File: src/rtl/video_timing_gen.sv
// Raster timing generator: hsync/vsync/de/sof and pixel/line coordinates,
// advancing one pixel per clk cycle on which pclk_ena is high.
// Optional colour-bar test pattern output enabled by defining VTG_PATTERN_EN.
module video_timing_gen #(
    parameter int unsigned H_ACTIVE = 640,
    parameter int unsigned H_FP     = 16,
    parameter int unsigned H_SYNC   = 96,
    parameter int unsigned H_BP     = 48,
    parameter int unsigned V_ACTIVE = 480,
    parameter int unsigned V_FP     = 10,
    parameter int unsigned V_SYNC   = 2,
    parameter int unsigned V_BP     = 33,
    parameter bit          HS_POL   = 1'b0,
    parameter bit          VS_POL   = 1'b0,
    parameter int unsigned CNT_W    = 12
) (
    input  logic             clk,
    input  logic             rst_n,
    input  logic             pclk_ena,
    input  logic             enable,
    output logic             hsync,
    output logic             vsync,
    output logic             de,
    output logic             sof,
    output logic [CNT_W-1:0] hcnt,
    output logic [CNT_W-1:0] vcnt
`ifdef VTG_PATTERN_EN
    ,
    output logic [23:0]      pat_rgb
`endif
);

    localparam int unsigned H_TOTAL = H_ACTIVE + H_FP + H_SYNC + H_BP;
    localparam int unsigned V_TOTAL = V_ACTIVE + V_FP + V_SYNC + V_BP;

    localparam logic [CNT_W-1:0] ONE      = CNT_W'(1);
    localparam logic [CNT_W-1:0] H_LAST   = CNT_W'(H_TOTAL - 1);
    localparam logic [CNT_W-1:0] V_LAST   = CNT_W'(V_TOTAL - 1);
    localparam logic [CNT_W-1:0] H_ACT_C  = CNT_W'(H_ACTIVE);
    localparam logic [CNT_W-1:0] V_ACT_C  = CNT_W'(V_ACTIVE);
    localparam logic [CNT_W-1:0] HS_START = CNT_W'(H_ACTIVE + H_FP);
    localparam logic [CNT_W-1:0] HS_END   = CNT_W'(H_ACTIVE + H_FP + H_SYNC);
    localparam logic [CNT_W-1:0] VS_START = CNT_W'(V_ACTIVE + V_FP);
    localparam logic [CNT_W-1:0] VS_END   = CNT_W'(V_ACTIVE + V_FP + V_SYNC);

    logic [CNT_W-1:0] hcnt_q, hcnt_d;
    logic [CNT_W-1:0] vcnt_q, vcnt_d;
    logic             hsync_q, hsync_d;
    logic             vsync_q, vsync_d;
    logic             de_q, de_d;
    logic             sof_q, sof_d;

    // Next-state position: idle when stopped, advance on pixel enable, else hold.
    always_comb begin
        hcnt_d = hcnt_q;
        vcnt_d = vcnt_q;
        if (!enable) begin
            hcnt_d = H_LAST;
            vcnt_d = V_LAST;
        end else if (pclk_ena) begin
            if (hcnt_q == H_LAST) begin
                hcnt_d = '0;
                vcnt_d = (vcnt_q == V_LAST) ? '0 : vcnt_q + ONE;
            end else begin
                hcnt_d = hcnt_q + ONE;
            end
        end
    end

    // Decodes from the next-state position so registered outputs stay aligned.
    always_comb begin
        de_d    = (hcnt_d < H_ACT_C) && (vcnt_d < V_ACT_C);
        hsync_d = ((hcnt_d >= HS_START) && (hcnt_d < HS_END)) ? HS_POL : ~HS_POL;
        vsync_d = ((vcnt_d >= VS_START) && (vcnt_d < VS_END)) ? VS_POL : ~VS_POL;
        sof_d   = (hcnt_d == '0) && (vcnt_d == '0);
    end

    // Position and timing output registers; reset lands in the back porch.
    always_ff @(posedge clk or negedge rst_n) begin
        if (!rst_n) begin
            hcnt_q  <= H_LAST;
            vcnt_q  <= V_LAST;
            hsync_q <= ~HS_POL;
            vsync_q <= ~VS_POL;
            de_q    <= 1'b0;
            sof_q   <= 1'b0;
        end else begin
            hcnt_q  <= hcnt_d;
            vcnt_q  <= vcnt_d;
            hsync_q <= hsync_d;
            vsync_q <= vsync_d;
            de_q    <= de_d;
            sof_q   <= sof_d;
        end
    end

    assign hcnt  = hcnt_q;
    assign vcnt  = vcnt_q;
    assign hsync = hsync_q;
    assign vsync = vsync_q;
    assign de    = de_q;
    assign sof   = sof_q;

`ifdef VTG_PATTERN_EN
    localparam logic [CNT_W-1:0] BAR_LAST = CNT_W'(H_ACTIVE / 8 - 1);

    logic [CNT_W-1:0] bar_px_q, bar_px_d;
    logic [2:0]       bar_idx_q, bar_idx_d;
    logic [23:0]      pat_q, pat_d;

    function automatic logic [23:0] bar_colour(input logic [2:0] idx);
        logic [23:0] c;
        case (idx)
            3'd0:    c = 24'hFFFFFF;
            3'd1:    c = 24'hFFFF00;
            3'd2:    c = 24'h00FFFF;
            3'd3:    c = 24'h00FF00;
            3'd4:    c = 24'hFF00FF;
            3'd5:    c = 24'hFF0000;
            3'd6:    c = 24'h0000FF;
            default: c = 24'h000000;
        endcase
        return c;
    endfunction

    // Bar sub-counter tracks the pixel within the current bar; restarts each line.
    // Past the active area the index keeps wrapping but de masks the colour.
    always_comb begin
        bar_px_d  = bar_px_q;
        bar_idx_d = bar_idx_q;
        if (!enable) begin
            bar_px_d  = '0;
            bar_idx_d = '0;
        end else if (pclk_ena) begin
            if (hcnt_d == '0) begin
                bar_px_d  = '0;
                bar_idx_d = '0;
            end else if (bar_px_q == BAR_LAST) begin
                bar_px_d  = '0;
                bar_idx_d = bar_idx_q + 3'd1;
            end else begin
                bar_px_d = bar_px_q + ONE;
            end
        end
        pat_d = de_d ? bar_colour(bar_idx_d) : 24'h000000;
    end

    // Pattern registers, aligned with de.
    always_ff @(posedge clk or negedge rst_n) begin
        if (!rst_n) begin
            bar_px_q  <= '0;
            bar_idx_q <= '0;
            pat_q     <= '0;
        end else begin
            bar_px_q  <= bar_px_d;
            bar_idx_q <= bar_idx_d;
            pat_q     <= pat_d;
        end
    end

    assign pat_rgb = pat_q;
`endif

endmodule

File: config.mk
export PLATFORM = sky130hd
export DESIGN_NAME = video_timing_gen
export DESIGN_NICKNAME = d
export VERILOG_FILES = /design/src/rtl/video_timing_gen.sv
export SDC_FILE = /design/constraint.sdc
export NUM_CORES = 1
export LEC_CHECK = 0
export ABC_AREA = 1
export CORE_MARGIN = 3
export CORE_UTILIZATION = 45
export CTS_BUF_LIST = sky130_fd_sc_hd__clkbuf_16
export DETAILED_ROUTE_END_ITERATION = 12
export GPL_TIMING_DRIVEN = 0
export HOLD_SLACK_MARGIN = 0.05
export PLACE_DENSITY = 0.68
export SETUP_SLACK_MARGIN = 0.05
export SLEW_MARGIN = 20
export SYNTH_ARGS = -nofsm -noshare
export SYNTH_HDL_FRONTEND = slang
export SYNTH_SLANG_ARGS = --single-unit
File: constraint.sdc
create_clock -name clk -period 5.5 [get_ports clk]
set_input_delay 1.1 -clock clk [delete_from_list [all_inputs] [get_ports clk]]
set_output_delay 1.1 -clock clk [all_outputs]
set_load 0.02 [all_outputs]
==> impl_metrics.ini <==
[detailed_routing]
drt-initial-drc-count = 111
routedWlPerCell_um = 14.0
detail_route.drc_violations = 0
postRouteAntennaNets = 0
viasPerCell = 5.23
vias = 2197
drt_wl_total_mm = 5.86
detailedRoute.firstPassIterationCount = 4

[worst_setup_path]
worst_stage_delay_on_the_critical_path_ns = 0.45
path_max_fanout = 10
critPathKind = in -> reg
timing.critical_path.cells = clkdlybuf4s50_1, inv_1, clkbuf_1, a21oi_1, nand3_1, nand2_1, nor2_1, nand3_1, nor2_1
worstSetupStartpointType = input port
cp-end-kind = register
cp_data_arrival_time_ns = 2.88
ff2ff_setup_slack_ns = 3.25
crit_path_slowest_cell = sky130_fd_sc_hd__clkdlybuf4s50_1
required_ns = 5.69

[sta]
setup_viol_count_final = 0
final.setup.tns_ns = 0
slew_at_the_pin_with_the_worst_max_slew_slack_ns = 0.644
max_slew_margin_pct = 57.0
timing_max_transition_violations_final = 0
finalHoldViolations = 0
post-route-period-util_pct = 49.0
fmax_mhz = 371
holdWs_ns = 0.636
rsz0062_at_grt = false
period_needed_ns = 2.69
clock-skew-final_ns = 0.00740
postLayoutSetupSlackWorst_ns = 2.81

[clock_tree]
post-cts-setup-buffer-count = 0
cts_resized = 0
number_of_buffers_created_by_cts = 3
clk_path_buf_depth = 2
clock_tree.htree_level_count = 1
clk_pin_slew_worst_paths_ns = 0.07
cts.sinks = 28
clockRootBuffer = sky130_fd_sc_hd__clkbuf_16
number_of_buffers_inserted_for_hold_repair_after_clock_tree_synthesis = 0
cts_tree = built
worstSkewPairLatency_ns = 0.27

[power_and_ir_drop]
max-vdd-ir-drop_mv = 0.246
sequentialPowerShare_pct = 34.9
power.share.switching_pct = 36.3
cellLeakagePower_nw = 1.37
power_per_cell_area_mw_per_mm2 = 278
power_switching_mw = 0.263
proportion_of_power_drawn_by_combinational_gates_pct = 35.0
internal-power_mw = 0.462
clockPowerShare_pct = 30.1

[outcome]
outcome = finished, final reports clean

[floorplan]
die_area_mm2 = 0.00563
floorplan.initialDensity_pct = 48.0
io_pins = 32
die_x_um = 75.1
dieHeight_um = 75.1
core.rowCount = 24
core-area_mm2 = 0.00447

[synth]
synth_cells = 334
synth_area_leaders = sky130_fd_sc_hd__dfrtp_1 (19%), sky130_fd_sc_hd__nand2_1 (18%), sky130_fd_sc_hd__dfstp_2 (15%)
post_syn_nets = 341
synth.lib_cells_used.distinct = 32
yosysWarningCount = 0
synth_sequential_area_ratio_pct = 33.4
synth.cell_area_mm2 = 0.00215
synth.largest_area_cell = sky130_fd_sc_hd__dfrtp_1
synth_largest_type_area_fraction_pct = 18.7
ys_seq_elements = 28
mean_area_per_synthesized_cell_um2 = 6.42

[placed_design]
gp_congestion = 0.934
hpwlAfterDp_mm = 4.52
placedCellCount = 416
detailedPlace.worstSlack_ns = 2.56
portBuffers = 30
placement.cell_area_mm2 = 0.00251

[layout]
drive_above_1_share_pct = 15.2
post-route-cell-area_mm2 = 0.00261
final_cells = 420
antennaDiodeCount = 0
area_growth_syn_to_layout_pct = 21.7
final_nets = 376
num-fill-cells = 424

[global_routing]
global_route_wire_length_before_repair_mm = 9.58
overflow = 0
via_count_of_the_first_global_routing_pass = 2032
pin_count_of_the_biggest_net_entering_global_routing = 29
grtUsageTotal_pct = 22.2
grt_antenna_before_repair = 0

[run]
maxCapViolations = 0

[min_path]
min_path_type = reg -> reg
-- layout make-up --
class / instances / area, um2 / area share, %
plain buffers: 5 / 25.0 / 0.958
clock buffers: 3 / 75.1 / 2.87
clock inverters: 1 / 30.0 / 1.15
inverters: 49 / 185 / 7.09
multi-input cells: 252 / 1220 / 46.7
flip-flops and latches: 28 / 716 / 27.4
well taps: 52 / 65.1 / 2.49
repair buffers: 30 / 295 / 11.3
-- metrics by stage --
step                power, mW  util, %
floorplan               0.428        -
global placement        0.506     56.1
detailed placement      0.508     56.0
CTS                     0.727     58.4
global route            0.767     58.4
finish                  0.725     58.4
-- critical path: cells and delay by family --
kind	cells	cell delay, ns
AND/OR/NAND/NOR	5	0.59
AO/OA/AOI/OAI	1	0.13
buffers and inverters	3	1.05
-- cell usage after synthesis --
cell type / count
sky130_fd_sc_hd__nand2_1: 105
sky130_fd_sc_hd__nor2_1: 44
sky130_fd_sc_hd__inv_1: 42
sky130_fd_sc_hd__nand3_1: 35
sky130_fd_sc_hd__dfrtp_1: 16
sky130_fd_sc_hd__dfstp_2: 12
sky130_fd_sc_hd__nor2_2: 12
sky130_fd_sc_hd__a21oi_1: 9
sky130_fd_sc_hd__nand4_1: 9
sky130_fd_sc_hd__nand2_2: 7
sky130_fd_sc_hd__o21ai_0: 7
sky130_fd_sc_hd__inv_2: 6
sky130_fd_sc_hd__ha_1: 3
sky130_fd_sc_hd__o21ai_1: 3
sky130_fd_sc_hd__buf_2: 2
sky130_fd_sc_hd__clkbuf_1: 2
sky130_fd_sc_hd__nand3_2: 2
sky130_fd_sc_hd__nor3_1: 2
sky130_fd_sc_hd__nor3_2: 2
sky130_fd_sc_hd__xor2_1: 2
sky130_fd_sc_hd__a21boi_1: 1
sky130_fd_sc_hd__a21oi_4: 1
sky130_fd_sc_hd__buf_4: 1
sky130_fd_sc_hd__clkinv_2: 1
sky130_fd_sc_hd__nand3_4: 1
sky130_fd_sc_hd__nor2_4: 1
sky130_fd_sc_hd__nor2_8: 1
sky130_fd_sc_hd__nor4_1: 1
sky130_fd_sc_hd__o2111ai_1: 1
sky130_fd_sc_hd__o21ai_2: 1
sky130_fd_sc_hd__o21bai_1: 1
sky130_fd_sc_hd__or2_2: 1
-- layer usage --
layer  vias to the layer above  GRT usage (%)  part of all wire, %
met4                         0           5.14                  1.7
met3                        11           3.47                  4.7
met5                         -              0                    0
li1                       1120              -                    -
met2                        63           35.2                   46
met1                      1003           31.9                   48
-- power groups by stage --
stage	combinational, mW	clock (mW)	sequential, mW
4_1_cts	0.254	0.221	0.252
2_1_floorplan	0.158	0	0.270
3_3_place_gp	0.251	0	0.255
6_report	0.254	0.218	0.253
3_5_place_dp	0.253	0	0.256
5_1_grt	0.281	0.230	0.256
-- placed cells by master, fill, tap and decap left out, types with 6 or more instances in the layout --
master                            Yosys  layout
sky130_fd_sc_hd__nand4_1              9       9
sky130_fd_sc_hd__clkdlybuf4s50_1      0      29
sky130_fd_sc_hd__nand3_1             35      35
sky130_fd_sc_hd__dfstp_2             12      12
sky130_fd_sc_hd__o21ai_0              7       7
sky130_fd_sc_hd__nor2_2              12      12
sky130_fd_sc_hd__inv_1               42      42
sky130_fd_sc_hd__nand2_2              7       7
sky130_fd_sc_hd__inv_2                6       6
sky130_fd_sc_hd__nor2_1              44      44
sky130_fd_sc_hd__a21oi_1              9       9
sky130_fd_sc_hd__nand2_1            105     105
sky130_fd_sc_hd__dfrtp_1             16      16
-- worst paths after layout --
kind,from,endpoint,depth (start not counted)
setup reg to reg,hcnt[0],vsync,12
hold / removal,hcnt[1],hcnt[1],2
min in group asynchronous,rst_n,vcnt[0],1
setup / recovery,enable,sof,9
hold reg to reg,hcnt[1],hcnt[1],2
max in group asynchronous,rst_n,hcnt[6],1
-- cells by family after synthesis --
group           count (synthesis)  share of synthesized area [%]
simple gates                  223                           47.6
fa+ha+maj                       3                           1.75
buf+inv                        54                           9.80
xor+xnor                        2                          0.816
compound gates                 24                           6.71
flops                          28                           33.4
-- flip-flops by register name (all words and copies together), names as in the netlist --
register  flops
de            1
hcnt         12
hsync         1
sof           1
vcnt         12
vsync         1
Power figures use the tool's default switching activity.
